File: src/rtl/hv_reg_acc_ctrl_pkg.sv
// -----------------------------------------------------------------------------
// hv_rac_pkg
// Shared definitions for the register-access controller (hv_reg_acc_ctrl):
//   - rac_state_e : controller FSM states
//   - rac_op_e    : latched access type (write / read)
//   - CRC8_POLY / CRC8_INIT : CRC-8 parameters protecting write requests
//   - default widths and register count of the register file
// -----------------------------------------------------------------------------
package hv_rac_pkg;

  localparam int REG_AW_DEF    = 7;
  localparam int REG_DW_DEF    = 8;
  localparam int REG_CRC_W_DEF = 8;
  localparam int REG_NUM_DEF   = 96;

  localparam logic [7:0] CRC8_POLY = 8'h07;
  localparam logic [7:0] CRC8_INIT = 8'h00;

  typedef enum logic [2:0] {
    ST_IDLE = 3'd0,
    ST_CHK  = 3'd1,
    ST_EXE  = 3'd2,
    ST_RDW  = 3'd3,
    ST_ACK  = 3'd4
  } rac_state_e;

  typedef enum logic {
    OP_WR = 1'b0,
    OP_RD = 1'b1
  } rac_op_e;

endpackage

File: src/rtl/hv_reg_acc_ctrl_if.sv
// -----------------------------------------------------------------------------
// hv_rac_if
// Request/acknowledge bus between the SPI/OWT access arbiter (master) and the
// register-access controller (slave).
//   i_rac_wr_req  : write request, level, held until o_rac_wack
//   i_rac_rd_req  : read request, level, held until o_rac_rack
//   i_rac_addr    : access address
//   i_rac_wdata   : write data
//   i_rac_wcrc    : CRC-8 over {1'b0, addr, wdata}
//   o_rac_wack    : write acknowledge pulse
//   o_rac_rack    : read acknowledge pulse
//   o_rac_data    : read data, valid with o_rac_rack
//   o_rac_addr    : address of the acknowledged access
// Signal names keep the controller-side i_/o_ prefixes.
// -----------------------------------------------------------------------------
interface hv_rac_if #(
  parameter int REG_AW    = 7,
  parameter int REG_DW    = 8,
  parameter int REG_CRC_W = 8
);

  logic                 i_rac_wr_req;
  logic                 i_rac_rd_req;
  logic [REG_AW-1:0]    i_rac_addr;
  logic [REG_DW-1:0]    i_rac_wdata;
  logic [REG_CRC_W-1:0] i_rac_wcrc;
  logic                 o_rac_wack;
  logic                 o_rac_rack;
  logic [REG_DW-1:0]    o_rac_data;
  logic [REG_AW-1:0]    o_rac_addr;

  modport master (
    output i_rac_wr_req, i_rac_rd_req, i_rac_addr, i_rac_wdata, i_rac_wcrc,
    input  o_rac_wack, o_rac_rack, o_rac_data, o_rac_addr
  );

  modport slave (
    input  i_rac_wr_req, i_rac_rd_req, i_rac_addr, i_rac_wdata, i_rac_wcrc,
    output o_rac_wack, o_rac_rack, o_rac_data, o_rac_addr
  );

endinterface

File: src/rtl/hv_reg_acc_ctrl_crc.sv
// -----------------------------------------------------------------------------
// crc16to8_parallel
// Combinational CRC-8 (poly CRC8_POLY, init CRC8_INIT, MSB first, no reflection,
// no final XOR) over a 16-bit word, fully unrolled into one cycle.
//   i_data : 16-bit message, bit 15 processed first
//   o_crc  : resulting CRC-8
// -----------------------------------------------------------------------------
module crc16to8_parallel
  import hv_rac_pkg::*;
(
  input  logic [15:0] i_data,
  output logic [7:0]  o_crc
);

  logic [7:0] w_crc;
  logic       w_fb;

  // NOTE: always_comb uses blocking '=' so each unrolled step sees the previous
  // step's value; every variable gets a default first so no latch is inferred.
  always_comb begin
    w_crc = CRC8_INIT;
    w_fb  = 1'b0;
    for (int i = 15; i >= 0; i--) begin
      w_fb  = w_crc[7] ^ i_data[i];
      w_crc = {w_crc[6:0], 1'b0} ^ (w_fb ? CRC8_POLY : 8'h00);
    end
  end

  assign o_crc = w_crc;

endmodule

File: src/rtl/hv_reg_acc_ctrl.sv
// -----------------------------------------------------------------------------
// hv_reg_acc_ctrl
// Register-access controller downstream of the SPI/OWT access arbiter. Accepts
// one level-held request at a time, checks the write CRC and the address range,
// drives a single-port register file and returns a one-cycle acknowledge.
//
// Ports:
//   i_clk, i_rst_n  : clock, synchronous active-low reset
//   rac             : hv_rac_if.slave request/acknowledge bus
//   o_reg_wr_en     : register-file write strobe
//   o_reg_rd_en     : register-file read strobe
//   o_reg_addr      : register-file address
//   o_reg_wdata     : register-file write data
//   i_reg_rdata     : register-file read data, valid 1 cycle after o_reg_rd_en
//   o_crc_err       : pulse, write dropped on CRC mismatch
//   o_addr_err      : pulse, access to address >= REG_NUM
//   i_err_cnt_clr   : clear the CRC error counter
//   o_crc_err_cnt   : saturating CRC error count
//
// Build option: define HV_RAC_ERR_CNT_EN to enable the CRC error counter;
// otherwise o_crc_err_cnt is 0 and i_err_cnt_clr is ignored.
//
// Timing (cycle 0 = request seen in IDLE):
//   write: CHK at 1, strobe/error pulses at 2 (EXE), wack at 3 (ACK)
//   read : rd_en at 2 (EXE), data returned at 3 (RDW), rack at 4 (ACK)
//   errored read skips RDW: addr_err at 2, rack with data 0 at 3
// -----------------------------------------------------------------------------
module hv_reg_acc_ctrl
  import hv_rac_pkg::*;
#(
  parameter int REG_AW    = REG_AW_DEF,
  parameter int REG_DW    = REG_DW_DEF,
  parameter int REG_CRC_W = REG_CRC_W_DEF,
  parameter int REG_NUM   = REG_NUM_DEF
) (
  input  logic              i_clk,
  input  logic              i_rst_n,
  hv_rac_if.slave           rac,
  output logic              o_reg_wr_en,
  output logic              o_reg_rd_en,
  output logic [REG_AW-1:0] o_reg_addr,
  output logic [REG_DW-1:0] o_reg_wdata,
  input  logic [REG_DW-1:0] i_reg_rdata,
  output logic              o_crc_err,
  output logic              o_addr_err,
  input  logic              i_err_cnt_clr,
  output logic [7:0]        o_crc_err_cnt
);

  // One extra bit so REG_NUM == 2**REG_AW is still representable.
  localparam logic [REG_AW:0] REG_NUM_W = (REG_AW+1)'(REG_NUM);

  rac_state_e           r_state;
  rac_op_e              r_op;
  logic [REG_AW-1:0]    r_addr;
  logic [REG_DW-1:0]    r_wdata;
  logic [REG_CRC_W-1:0] r_wcrc;
  logic                 r_addr_ok;

  logic                 r_reg_wr_en;
  logic                 r_reg_rd_en;
  logic [REG_AW-1:0]    r_reg_addr;
  logic [REG_DW-1:0]    r_reg_wdata;
  logic                 r_crc_err;
  logic                 r_addr_err;
  logic                 r_wack;
  logic                 r_rack;
  logic [REG_DW-1:0]    r_rac_data;
  logic [REG_AW-1:0]    r_rac_addr;

  logic [15:0]          w_crc_in;
  logic [7:0]           w_crc;
  logic                 w_crc_ok;
  logic                 w_addr_ok;

  // The CRC message is the 16-bit word {1'b0, addr, wdata}.
  assign w_crc_in  = 16'({1'b0, r_addr, r_wdata});
  assign w_crc_ok  = (w_crc == r_wcrc);
  assign w_addr_ok = ({1'b0, r_addr} < REG_NUM_W);

  crc16to8_parallel u_crc (
    .i_data (w_crc_in),
    .o_crc  (w_crc)
  );

  // NOTE: sequential state uses non-blocking '<=' so all registers update
  // together from pre-edge values, independent of statement order.
  always_ff @(posedge i_clk) begin
    if (!i_rst_n) begin
      r_state     <= ST_IDLE;
      r_op        <= OP_WR;
      r_addr      <= '0;
      r_wdata     <= '0;
      r_wcrc      <= '0;
      r_addr_ok   <= 1'b0;
      r_reg_wr_en <= 1'b0;
      r_reg_rd_en <= 1'b0;
      r_reg_addr  <= '0;
      r_reg_wdata <= '0;
      r_crc_err   <= 1'b0;
      r_addr_err  <= 1'b0;
      r_wack      <= 1'b0;
      r_rack      <= 1'b0;
      r_rac_data  <= '0;
      r_rac_addr  <= '0;
    end else begin
      // Strobes, error flags and acks are single-cycle pulses.
      r_reg_wr_en <= 1'b0;
      r_reg_rd_en <= 1'b0;
      r_crc_err   <= 1'b0;
      r_addr_err  <= 1'b0;
      r_wack      <= 1'b0;
      r_rack      <= 1'b0;

      case (r_state)
        ST_IDLE: begin
          if (rac.i_rac_wr_req || rac.i_rac_rd_req) begin
            // A simultaneous read is dropped: write has priority.
            r_op    <= rac.i_rac_wr_req ? OP_WR : OP_RD;
            r_addr  <= rac.i_rac_addr;
            r_wdata <= rac.i_rac_wdata;
            r_wcrc  <= rac.i_rac_wcrc;
            r_state <= ST_CHK;
          end
        end

        ST_CHK: begin
          // Check results are registered straight into the EXE-cycle strobes
          // and error pulses, so those outputs come from flops only.
          r_addr_ok   <= w_addr_ok;
          r_reg_addr  <= r_addr;
          r_reg_wdata <= r_wdata;
          r_addr_err  <= !w_addr_ok;
          if (r_op == OP_WR) begin
            r_reg_wr_en <= w_crc_ok && w_addr_ok;
            r_crc_err   <= !w_crc_ok;
          end else begin
            r_reg_rd_en <= w_addr_ok;
          end
          r_state <= ST_EXE;
        end

        ST_EXE: begin
          if (r_op == OP_RD && r_addr_ok) begin
            r_state <= ST_RDW;
          end else begin
            // Writes (good or dropped) and out-of-range reads ack directly.
            if (r_op == OP_WR) begin
              r_wack <= 1'b1;
            end else begin
              r_rack     <= 1'b1;
              r_rac_data <= '0;
            end
            r_rac_addr <= r_addr;
            r_state    <= ST_ACK;
          end
        end

        ST_RDW: begin
          r_rac_data <= i_reg_rdata;
          r_rac_addr <= r_addr;
          r_rack     <= 1'b1;
          r_state    <= ST_ACK;
        end

        ST_ACK: begin
          r_state <= ST_IDLE;
        end

        default: begin
          r_state <= ST_IDLE;
        end
      endcase
    end
  end

`ifdef HV_RAC_ERR_CNT_EN
  logic [7:0] r_crc_err_cnt;

  // Counts each o_crc_err pulse; a clear in the same cycle wins.
  always_ff @(posedge i_clk) begin
    if (!i_rst_n) begin
      r_crc_err_cnt <= '0;
    end else if (i_err_cnt_clr) begin
      r_crc_err_cnt <= '0;
    end else if (r_crc_err && (r_crc_err_cnt != 8'hFF)) begin
      r_crc_err_cnt <= r_crc_err_cnt + 8'd1;
    end
  end

  assign o_crc_err_cnt = r_crc_err_cnt;
`else
  logic w_unused_err_cnt_clr;

  assign w_unused_err_cnt_clr = i_err_cnt_clr;
  assign o_crc_err_cnt        = '0;
`endif

  assign o_reg_wr_en    = r_reg_wr_en;
  assign o_reg_rd_en    = r_reg_rd_en;
  assign o_reg_addr     = r_reg_addr;
  assign o_reg_wdata    = r_reg_wdata;
  assign o_crc_err      = r_crc_err;
  assign o_addr_err     = r_addr_err;
  assign rac.o_rac_wack = r_wack;
  assign rac.o_rac_rack = r_rack;
  assign rac.o_rac_data = r_rac_data;
  assign rac.o_rac_addr = r_rac_addr;

endmodule

File: src/flat_wrapper.sv
// flat-port wrapper written by rule: the top's interface ports become plain ports
module hv_reg_acc_ctrl_flat import hv_rac_pkg::*;
#(
  parameter int REG_AW    = REG_AW_DEF,
  parameter int REG_DW    = REG_DW_DEF,
  parameter int REG_CRC_W = REG_CRC_W_DEF,
  parameter int REG_NUM   = REG_NUM_DEF
)
  (i_clk, i_rst_n, o_reg_wr_en, o_reg_rd_en, o_reg_addr, o_reg_wdata, i_reg_rdata, o_crc_err, o_addr_err, i_err_cnt_clr, o_crc_err_cnt, rac_i_rac_wr_req, rac_i_rac_rd_req, rac_i_rac_addr, rac_i_rac_wdata, rac_i_rac_wcrc, rac_o_rac_wack, rac_o_rac_rack, rac_o_rac_data, rac_o_rac_addr);
  hv_rac_if #(.REG_AW(REG_AW), .REG_DW(REG_DW), .REG_CRC_W(REG_CRC_W)) rac_i ();
  input  logic i_clk;
  input  logic i_rst_n;
  output logic o_reg_wr_en;
  output logic o_reg_rd_en;
  output logic [REG_AW-1:0] o_reg_addr;
  output logic [REG_DW-1:0] o_reg_wdata;
  input  logic [REG_DW-1:0] i_reg_rdata;
  output logic o_crc_err;
  output logic o_addr_err;
  input  logic i_err_cnt_clr;
  output logic [7:0] o_crc_err_cnt;
  input wire logic [$bits(rac_i.i_rac_wr_req)-1:0] rac_i_rac_wr_req;
  input wire logic [$bits(rac_i.i_rac_rd_req)-1:0] rac_i_rac_rd_req;
  input wire logic [$bits(rac_i.i_rac_addr)-1:0] rac_i_rac_addr;
  input wire logic [$bits(rac_i.i_rac_wdata)-1:0] rac_i_rac_wdata;
  input wire logic [$bits(rac_i.i_rac_wcrc)-1:0] rac_i_rac_wcrc;
  output wire logic [$bits(rac_i.o_rac_wack)-1:0] rac_o_rac_wack;
  output wire logic [$bits(rac_i.o_rac_rack)-1:0] rac_o_rac_rack;
  output wire logic [$bits(rac_i.o_rac_data)-1:0] rac_o_rac_data;
  output wire logic [$bits(rac_i.o_rac_addr)-1:0] rac_o_rac_addr;
  assign rac_i.i_rac_wr_req = rac_i_rac_wr_req;
  assign rac_i.i_rac_rd_req = rac_i_rac_rd_req;
  assign rac_i.i_rac_addr = rac_i_rac_addr;
  assign rac_i.i_rac_wdata = rac_i_rac_wdata;
  assign rac_i.i_rac_wcrc = rac_i_rac_wcrc;
  assign rac_o_rac_wack = rac_i.o_rac_wack;
  assign rac_o_rac_rack = rac_i.o_rac_rack;
  assign rac_o_rac_data = rac_i.o_rac_data;
  assign rac_o_rac_addr = rac_i.o_rac_addr;
  hv_reg_acc_ctrl #(.REG_AW(REG_AW), .REG_DW(REG_DW), .REG_CRC_W(REG_CRC_W), .REG_NUM(REG_NUM)) u_core (.i_clk(i_clk), .i_rst_n(i_rst_n), .rac(rac_i), .o_reg_wr_en(o_reg_wr_en), .o_reg_rd_en(o_reg_rd_en), .o_reg_addr(o_reg_addr), .o_reg_wdata(o_reg_wdata), .i_reg_rdata(i_reg_rdata), .o_crc_err(o_crc_err), .o_addr_err(o_addr_err), .i_err_cnt_clr(i_err_cnt_clr), .o_crc_err_cnt(o_crc_err_cnt));
endmodule
File: config.mk
export PLATFORM = sky130hd
export DESIGN_NAME = hv_reg_acc_ctrl_flat
export DESIGN_NICKNAME = d
export VERILOG_FILES = /design/src/rtl/hv_reg_acc_ctrl_pkg.sv /design/src/rtl/hv_reg_acc_ctrl_if.sv /design/src/rtl/hv_reg_acc_ctrl_crc.sv /design/src/rtl/hv_reg_acc_ctrl.sv /design/src/flat_wrapper.sv
export SDC_FILE = /design/constraint.sdc
export NUM_CORES = 1
export LEC_CHECK = 0
export ABC_AREA = 1
export BUFFER_PORTS_ARGS = -buffer_cell sky130_fd_sc_hd__buf_2
export CAP_MARGIN = 20
export CORE_ASPECT_RATIO = 0.9
export CORE_UTILIZATION = 47
export DETAILED_ROUTE_END_ITERATION = 12
export PLACE_DENSITY = 0.76
export RECOVER_POWER = 100
export SYNTH_ARGS = -nofsm -noshare
export SYNTH_HDL_FRONTEND = slang
export SYNTH_SLANG_ARGS = --single-unit
File: constraint.sdc
create_clock -name i_clk -period 1.7 [get_ports i_clk]
set_input_delay 0.34 -clock i_clk [delete_from_list [all_inputs] [get_ports i_clk]]
set_output_delay 0.34 -clock i_clk [all_outputs]
set_load 0.005 [all_outputs]
# Word-level counts from Yosys, hierarchy flattened
# Index checks and enable logic that the tools add are counted.
[totals] register_bits=64 inputBits=36
[op_classes] mux=28 bitwise_logic=31 n_eq_ne=7 order_cmp=1 n_reduce_logical=14
[op_table] cell="bitwise XOR 8 x 3 -> 8 bit" n=10
[op_table] cell="two-way mux 3 bit" n=17
[op_table] cell="two-way mux 8 bit" n=2
[op_table] cell="case mux 8 bit (2 select lines)" n=1
[op_table] cell="case mux 7 bit (2 select lines)" n=1
[op_table] cell="case mux 3 bit (4 select lines)" n=1
[op_table] cell="bitwise XOR 1 bit" n=9
[op_table] cell="equality test 8 bit" n=1
[op_table] cell="< comparator 7 bit, second input constant" n=1
[op_table] cell="two-way mux 7 bit" n=1
[op_table] cell="bitwise XOR 7 x 3 -> 7 bit" n=1
[op_table] cell="equality test 3 x 2 -> 1 bit, second input constant" n=2
[op_table] cell="AND reduction 2 bit" n=3
[op_table] cell="AND reduction 3 bit" n=2
[op_table] cell="OR reduction 3 bit" n=2
[op_table] cell="bitwise XOR 6 x 3 -> 6 bit" n=1
[op_table] cell="bitwise XOR 1 bit, first input constant" n=5
[op_table] cell="bitwise XOR 5 x 3 -> 5 bit" n=1
[op_table] cell="two-way mux 1 bit" n=4
[op_table] cell="!= test 2 x 1 -> 1 bit, second input constant" n=2
[op_table] cell="bitwise XOR 4 x 3 -> 4 bit" n=1
[op_table] cell="equality test 3 x 1 -> 1 bit, second input constant" n=1
[op_table] cell="zero test 3 bit" n=1
[op_table] cell="inverter 1 bit" n=3
[op_table] cell="6 further kinds" n=8

# Depth between registers and ports, before layout
[logic_depth] word_depth=36 ltp_mapped=15

# By module
# Synthesis repeated with hierarchy kept, for this count alone.
[unflattened] cells_unflattened=475 area_unflattened_um2=3239.4
[by_module_without_submodules] module="hv_reg_acc_ctrl" cells_each=350 seq_area_each_um2=1281.2 n_inst=1 area_per_inst_um2=2590.0
[by_module_without_submodules] module="crc16to8_parallel" cells_each=125 seq_area_each_um2=0.0 n_inst=1 area_per_inst_um2=649.4

# Worst setup path after synthesis
# OpenSTA, ideal clock, no wires.
[synth_path] path_kind="register to register" startpoint="register u_core.r_addr[5]" endpoint="register u_core.r_crc_err, in the netlist u_core.o_crc_err" t_arrival_ns=1.568 setup_slack_ns=0.021 t_required_ns=1.588 stages_incl_launch_ff=16 setup_time_ns=0.112 n_path_buf=0 period_less_slack_ns=1.679 path_cell_list="dfxtp_1 > ha_1 > inv_1 > nand2_1 > nand2_2 > nand2_2 > nand2_2 > nand2_2 > nand2_2 > nand2_1 > nand2_1 > nand2_1 > nand2_1 > nand3_2 > nor2_1 > nor2_1"
[synth_via] elab_chain_len=22 word_cells_on_any_way=28 classes_between="eq/ne: 1; mux: 6; bitwise: 20; reduce/logical: 1"
[synth_lines] element="start, declared" line_no="hv_reg_acc_ctrl.sv:55" rtl="logic [REG_AW-1:0] r_addr;"
[synth_lines] element="start signal, assigned" line_no="hv_reg_acc_ctrl.sv:120" rtl="r_addr <= rac.i_rac_addr;"
[synth_lines] element="bitwise XOR 1 bit (*)" line_no="hv_reg_acc_ctrl_crc.sv:24" rtl="w_fb = w_crc[7] ^ i_data[i];"
[synth_lines] element="two-way mux 3 bit (*)" line_no="hv_reg_acc_ctrl_crc.sv:25" rtl="w_crc = {w_crc[6:0], 1'b0} ^ (w_fb ? CRC8_POLY : 8'h00);"
[synth_lines] element="bitwise XOR 4 x 3 -> 4 bit (*)" line_no="hv_reg_acc_ctrl_crc.sv:25"
[synth_lines] element="bitwise XOR 5 x 3 -> 5 bit (*)" line_no="hv_reg_acc_ctrl_crc.sv:25"
[synth_lines] element="bitwise XOR 6 x 3 -> 6 bit (*)" line_no="hv_reg_acc_ctrl_crc.sv:25"
[synth_lines] element="bitwise XOR 7 x 3 -> 7 bit (*)" line_no="hv_reg_acc_ctrl_crc.sv:25"
[synth_lines] element="bitwise XOR 8 x 3 -> 8 bit (*) (2 in a row)" line_no="hv_reg_acc_ctrl_crc.sv:25"
[synth_lines] element="bitwise XOR 1 bit or bitwise XOR 8 x 3 -> 8 bit (tied branches)" line_no="hv_reg_acc_ctrl_crc.sv:24, hv_reg_acc_ctrl_crc.sv:25"
[synth_lines] element="two-way mux 3 bit or bitwise XOR 1 bit (tied branches)" line_no="hv_reg_acc_ctrl_crc.sv:25, hv_reg_acc_ctrl_crc.sv:24"
[synth_lines] element="bitwise XOR 8 x 3 -> 8 bit (*) (7 in a row)" line_no="hv_reg_acc_ctrl_crc.sv:25"
[synth_lines] element="bitwise XOR 1 bit or two-way mux 3 bit (tied branches)" line_no="hv_reg_acc_ctrl_crc.sv:24, hv_reg_acc_ctrl_crc.sv:25"
[synth_lines] element="two-way mux 3 bit or bitwise XOR 8 x 3 -> 8 bit (tied branches)" line_no="hv_reg_acc_ctrl_crc.sv:25"
[synth_lines] element="bitwise XOR 8 x 3 -> 8 bit (*)" line_no="hv_reg_acc_ctrl_crc.sv:25"
[synth_lines] element="equality test 8 bit (*)" line_no="hv_reg_acc_ctrl.sv:78" rtl="assign w_crc_ok = (w_crc == r_wcrc);"
[synth_lines] element="zero test 1 bit (*)" line_no="hv_reg_acc_ctrl.sv:136" rtl="r_crc_err <= !w_crc_ok;"
[synth_lines] element="end signal, assigned" line_no="hv_reg_acc_ctrl.sv:136"
[synth_lines] element="end, declared" line_no="hv_reg_acc_ctrl.sv:64" rtl="logic r_crc_err;"
# Every way passes the cells marked *; elsewhere a longest branch is shown, timed or not.
# A chain may end at the register's enable or synchronous reset.

# Worst setup path after layout
[layout_path] startpoint="register u_core.r_addr[6]" endpoint="register u_core.r_reg_wr_en, in the netlist u_core.o_reg_wr_en"
[layout_via] elab_chain_len=21 word_cells_on_any_way=30 classes_between="order compare: 1; eq/ne: 1; mux: 7; bitwise: 20; reduce/logical: 1"
[layout_lines] element="two-way mux 3 bit" line_no="hv_reg_acc_ctrl_crc.sv:25"
[layout_lines] element="bitwise XOR 4 x 3 -> 4 bit" line_no="hv_reg_acc_ctrl_crc.sv:25"
[layout_lines] element="bitwise XOR 5 x 3 -> 5 bit" line_no="hv_reg_acc_ctrl_crc.sv:25"
[layout_lines] element="bitwise XOR 6 x 3 -> 6 bit" line_no="hv_reg_acc_ctrl_crc.sv:25"
[layout_lines] element="bitwise XOR 7 x 3 -> 7 bit" line_no="hv_reg_acc_ctrl_crc.sv:25"
[layout_lines] element="bitwise XOR 8 x 3 -> 8 bit" line_no="hv_reg_acc_ctrl_crc.sv:25"
[layout_lines] element="bitwise XOR 1 bit or bitwise XOR 8 x 3 -> 8 bit (tied branches)" line_no="hv_reg_acc_ctrl_crc.sv:24, hv_reg_acc_ctrl_crc.sv:25"
[layout_lines] element="two-way mux 3 bit (tied with other cells)" line_no="hv_reg_acc_ctrl_crc.sv:25"
[layout_lines] element="[2 not listed]"
[layout_lines] element="bitwise XOR 8 x 3 -> 8 bit (4 in a row)" line_no="hv_reg_acc_ctrl_crc.sv:25"
[layout_lines] element="bitwise XOR 8 x 3 -> 8 bit or bitwise XOR 1 bit (tied branches)" line_no="hv_reg_acc_ctrl_crc.sv:25, hv_reg_acc_ctrl_crc.sv:24"
[layout_lines] element="bitwise XOR 8 x 3 -> 8 bit (tied with other cells)" line_no="hv_reg_acc_ctrl_crc.sv:25"
[layout_lines] element="bitwise XOR 1 bit (tied with other cells)" line_no="hv_reg_acc_ctrl_crc.sv:24"
[layout_lines] element="two-way mux 3 bit or bitwise XOR 8 x 3 -> 8 bit (tied branches)" line_no="hv_reg_acc_ctrl_crc.sv:25"
[layout_lines] element="bitwise XOR 8 x 3 -> 8 bit" line_no="hv_reg_acc_ctrl_crc.sv:25"
[layout_lines] element="equality test 8 bit" line_no="hv_reg_acc_ctrl.sv:78"
[layout_lines] element="logical AND 1 bit (*)" line_no="hv_reg_acc_ctrl.sv:135" rtl="r_reg_wr_en <= w_crc_ok && w_addr_ok;"
[layout_lines] element="end signal, assigned" line_no="hv_reg_acc_ctrl.sv:135"
[layout_lines] element="end, declared" line_no="hv_reg_acc_ctrl.sv:60" rtl="logic r_reg_wr_en;"
# Marks and branches as above.

==> implementation parameters <==
Parameter                              Value

Worst hold path
  Type of the worst min-delay path    input pin to flip-flop

Pwr
  Overall power of the completed layout    5.11 mW
  Peak supply drop    1.01 mV
  Power density over the cells    1410 mW/mm2
  Leakage power of the design    1.72 nW

Setup path
  Critical path, cell by cell    ha_4 -> inv_2 -> nand2_2 -> nand2_2 -> nand2_2 -> nand2_2 -> nand2_2 -> nand2_2 -> nand2_2 -> nand2_2 -> nand2_2 -> nand2_2 -> nand3_2 -> nor3_2
  Kind of cell adding the most delay to the critical path    simple AND/OR/NAND/NOR gates
  Combined buffer and inverter count along the critical path    1
  Data arrival time of the worst path    1.98 ns
  Required time reported for the critical path endpoint    1.96 ns
  Kind of launch point of the worst setup path    flip-flop
  Critical-path maximum fanout    5
  Slowest Stage Delay on Critical Path    0.34 ns
  Type of element capturing the critical path    flip-flop
  Slowest library cell on the worst path    sky130_fd_sc_hd__dfxtp_2
  Library cell appearing most often on the critical path    sky130_fd_sc_hd__nand2_2
  Classification of the worst setup path    flip-flop to flip-flop

Global routing
  Maximum number of pins on one net before global-route repair    48
  Global-route wire length before repair    11,600 um
  Initial antenna violation count    0
  Final global-route overflow total    0
  Global-route usage over all layers    22.4%
  Vias in the first global route    2,639

Outcome
  Result of the run    finished with violations
  Failing checks    DRC, setup timing

Timing
  Hold Slack    0.242 ns
  Slew @ Worst Pin    0.651 ns
  Achievable clock frequency    582 MHz
  Number of failing setup endpoints in the final timing report    2
  Final period util    101%
  Final sum of negative setup slack    -0.0360 ns
  Smallest setup slack after layout    -0.0180 ns
  RSZ-0062 raised after global routing    yes
  Worst-case clock skew    0.0118 ns
  Final number of hold-violating endpoints    0
  Total count of max-transition violations in the final report    0
  Worst slew margin relative to its limit    56.4%
  Post-layout min period    1.72 ns

Synthesis
  Syn_area_per_cell    7.11 um2
  Syn Inst Count    409
  Number of enable flip-flop cells after synthesis    0
  Most used flip-flop cell after synthesis    sky130_fd_sc_hd__dfxtp_1
  Cell area after technology mapping    0.00291 mm2
  Sequential area share after synthesis    44.1%
  Number of warnings reported in the yosys synthesis log    0
  Register bit total from synthesis    64
  Ys async rst share    0%
  Number of distinct standard cells referenced by the synthesized netlist    28

Clock tree
  Clock-pin slew of the registers on the worst-case setup and hold paths    0.08 ns
  Buffers from clock root to sink, at most    2
  Setup bufs post-CTS    0
  H-tree Lvls    3
  TritonCTS clock tree    done
  Number of CTS-inserted buffers    9
  Clock latency reported for the late side of the worst-skew pair    0.34 ns
  Hold buffer count at CTS    0
  Root buffer selected by CTS    sky130_fd_sc_hd__clkbuf_8
  Clock Sinks    64

Routing
  Average vias per placed instance    5.13
  Aggregate routed wire length    6850 um
  Count of vias placed by the detailed router    2,869
  Number of DRC markers in iteration 0    116
  Pre-Repair DR Iteration Count    9
  Post-DRT Antenna Nets    0
  Routed wirelength normalized by instance count    12.3 um
  Number of DRC violations after detailed routing    4

Placement
  Final GP Congestion    0.845
  Final HPWL from detailed placement    4820 um
  IO Port Bufs    70

Finish
  Commonest non-fill, non-tap cell in the layout    sky130_fd_sc_hd__nand2_1
  Highest-count cells in the layout ignoring fill and taps    101 x sky130_fd_sc_hd__nand2_1, 62 x sky130_fd_sc_hd__dfxtp_1, 58 x sky130_fd_sc_hd__buf_2
  Fraction of final layout cells with drive strength greater than 1    24.5%
  ANT cells    0
  Area growth from synthesis to layout    24.7%
  Count of nets after finishing    521

Floorplan
  Boundary Pins    80
  Initial Util    49.9%
  Horiz. Die Dim    84.9 um
  # rows    26
  Total Die Area    0.00651 mm2
  Area inside the core boundary    0.00582 mm2
  Vertical die dimension    76.6 um

Flow run
  Count of maximum capacitance violations    0
[cells in the mapped netlist (all sizes together) (3+ instances only)]
cell type  number  share of area (%)
inv            38                4.9
nand3b          3               0.90
nor2           15                2.0
nand2         120                 17
dfxtp          64                 44
o21ai          45                7.7
buf            13                3.1
xor2            4                1.2
nor3            4               0.86
a21oi          55                9.5
clkbuf         11                1.4
nand3          27                5.0
[worst reg2reg max path, cell delays in order, from the launching register on]
cell	delay (ns)
sky130_fd_sc_hd__dfxtp_2	0.34
sky130_fd_sc_hd__ha_4	0.26
sky130_fd_sc_hd__inv_2	0.06
sky130_fd_sc_hd__nand2_2	0.05
sky130_fd_sc_hd__nand2_2	0.09
sky130_fd_sc_hd__nand2_2	0.07
sky130_fd_sc_hd__nand2_2	0.09
sky130_fd_sc_hd__nand2_2	0.07
sky130_fd_sc_hd__nand2_2	0.08
sky130_fd_sc_hd__nand2_2	0.07
sky130_fd_sc_hd__nand2_2	0.07
sky130_fd_sc_hd__nand2_2	0.05
sky130_fd_sc_hd__nand2_2	0.05
sky130_fd_sc_hd__nand3_2	0.09
sky130_fd_sc_hd__nor3_2	0.18
[cells by family (layout without fill, tap and decap cells)]
family / count (synthesis) / after routing / synth area share, %
xor gates and xnor gates: 6 / 6 / 1.81
other: 1 / 8 / 0.129
adders and majority gates: 1 / 1 / 0.430
buffers and inverters: 62 / 135 / 9.42
AOI/OAI and AO/OA: 104 / 104 / 18.2
and+or+nand+nor: 171 / 171 / 25.9
DFF: 64 / 64 / 44.1
[metal layers]
layer / vias up / global-route usage [%] / routed length (um)
met5: - / 0 / 0
met4: 0 / 7.97 / 64
met3: 8 / 6.07 / 385
met2: 86 / 36.8 / 3240
met1: 1312 / 28.2 / 3170
li1: 1463 / - / -
[power by group]
part	switching [mW]	internal [mW]
logic	0.969	0.550
clock network	0.616	1.17
registers	0.120	1.68
total	1.70	3.40
[registers in the layout (all words and copies together), names as in the netlist]
signal,flops
u_core.o_reg_rd_en,1
u_core.rac.o_rac_addr,7
u_core.rac.o_rac_wack,1
u_core.r_wdata,8
u_core.r_state,3
u_core.rac.o_rac_data,8
u_core.o_reg_wr_en,1
u_core.o_crc_err,1
u_core.r_op,1
u_core.o_reg_addr,7
u_core.rac.o_rac_rack,1
u_core.o_reg_wdata,8
u_core.r_addr,7
u_core.r_wcrc,8
u_core.o_addr_err,1
u_core.r_addr_ok,1
[stage by stage]
stage	utilization, %	cell area [um2]	setup WS (ns)	std cells
global route	62.2	3620	-0.165	559
floorplan	-	2930	0.0207	416
finish	62.2	3620	-0.0180	559
detailed placement	57.3	3340	-0.0826	543
global placement	57.3	3340	-0.0411	543
CTS	62.3	3630	0.000882	559
[worst paths after layout]
kind                                                from                       end  slack [ns]  cells past startpoint
worst max-delay path                    u_core.r_addr[6]        u_core.o_reg_wr_en       -0.02                     14
worst min-delay path                      i_reg_rdata[0]  u_core.rac.o_rac_data[0]        0.24                      3
worst max register to register          u_core.r_addr[6]        u_core.o_reg_wr_en       -0.02                     14
worst min register to register  u_core.rac.o_rac_data[0]  u_core.rac.o_rac_data[0]        0.46                      2
[area by class of cell]
cell class	instances	area, um2
clock inverter	6	138
clock buffer	10	138
sequential	64	1280
timing repair buffer	81	414
multi-input combinational	290	1420
tap	70	87.6
fill	538	2200
inverter	38	143
[timing repair]
action / CTS / global route
hold endpoints to repair: 0 / 0
resized for setup: 4 / 11
pin swaps: 0 / 6
endpoints found under the setup margin: 2 / 3
(Power assumes the default switching activity.)
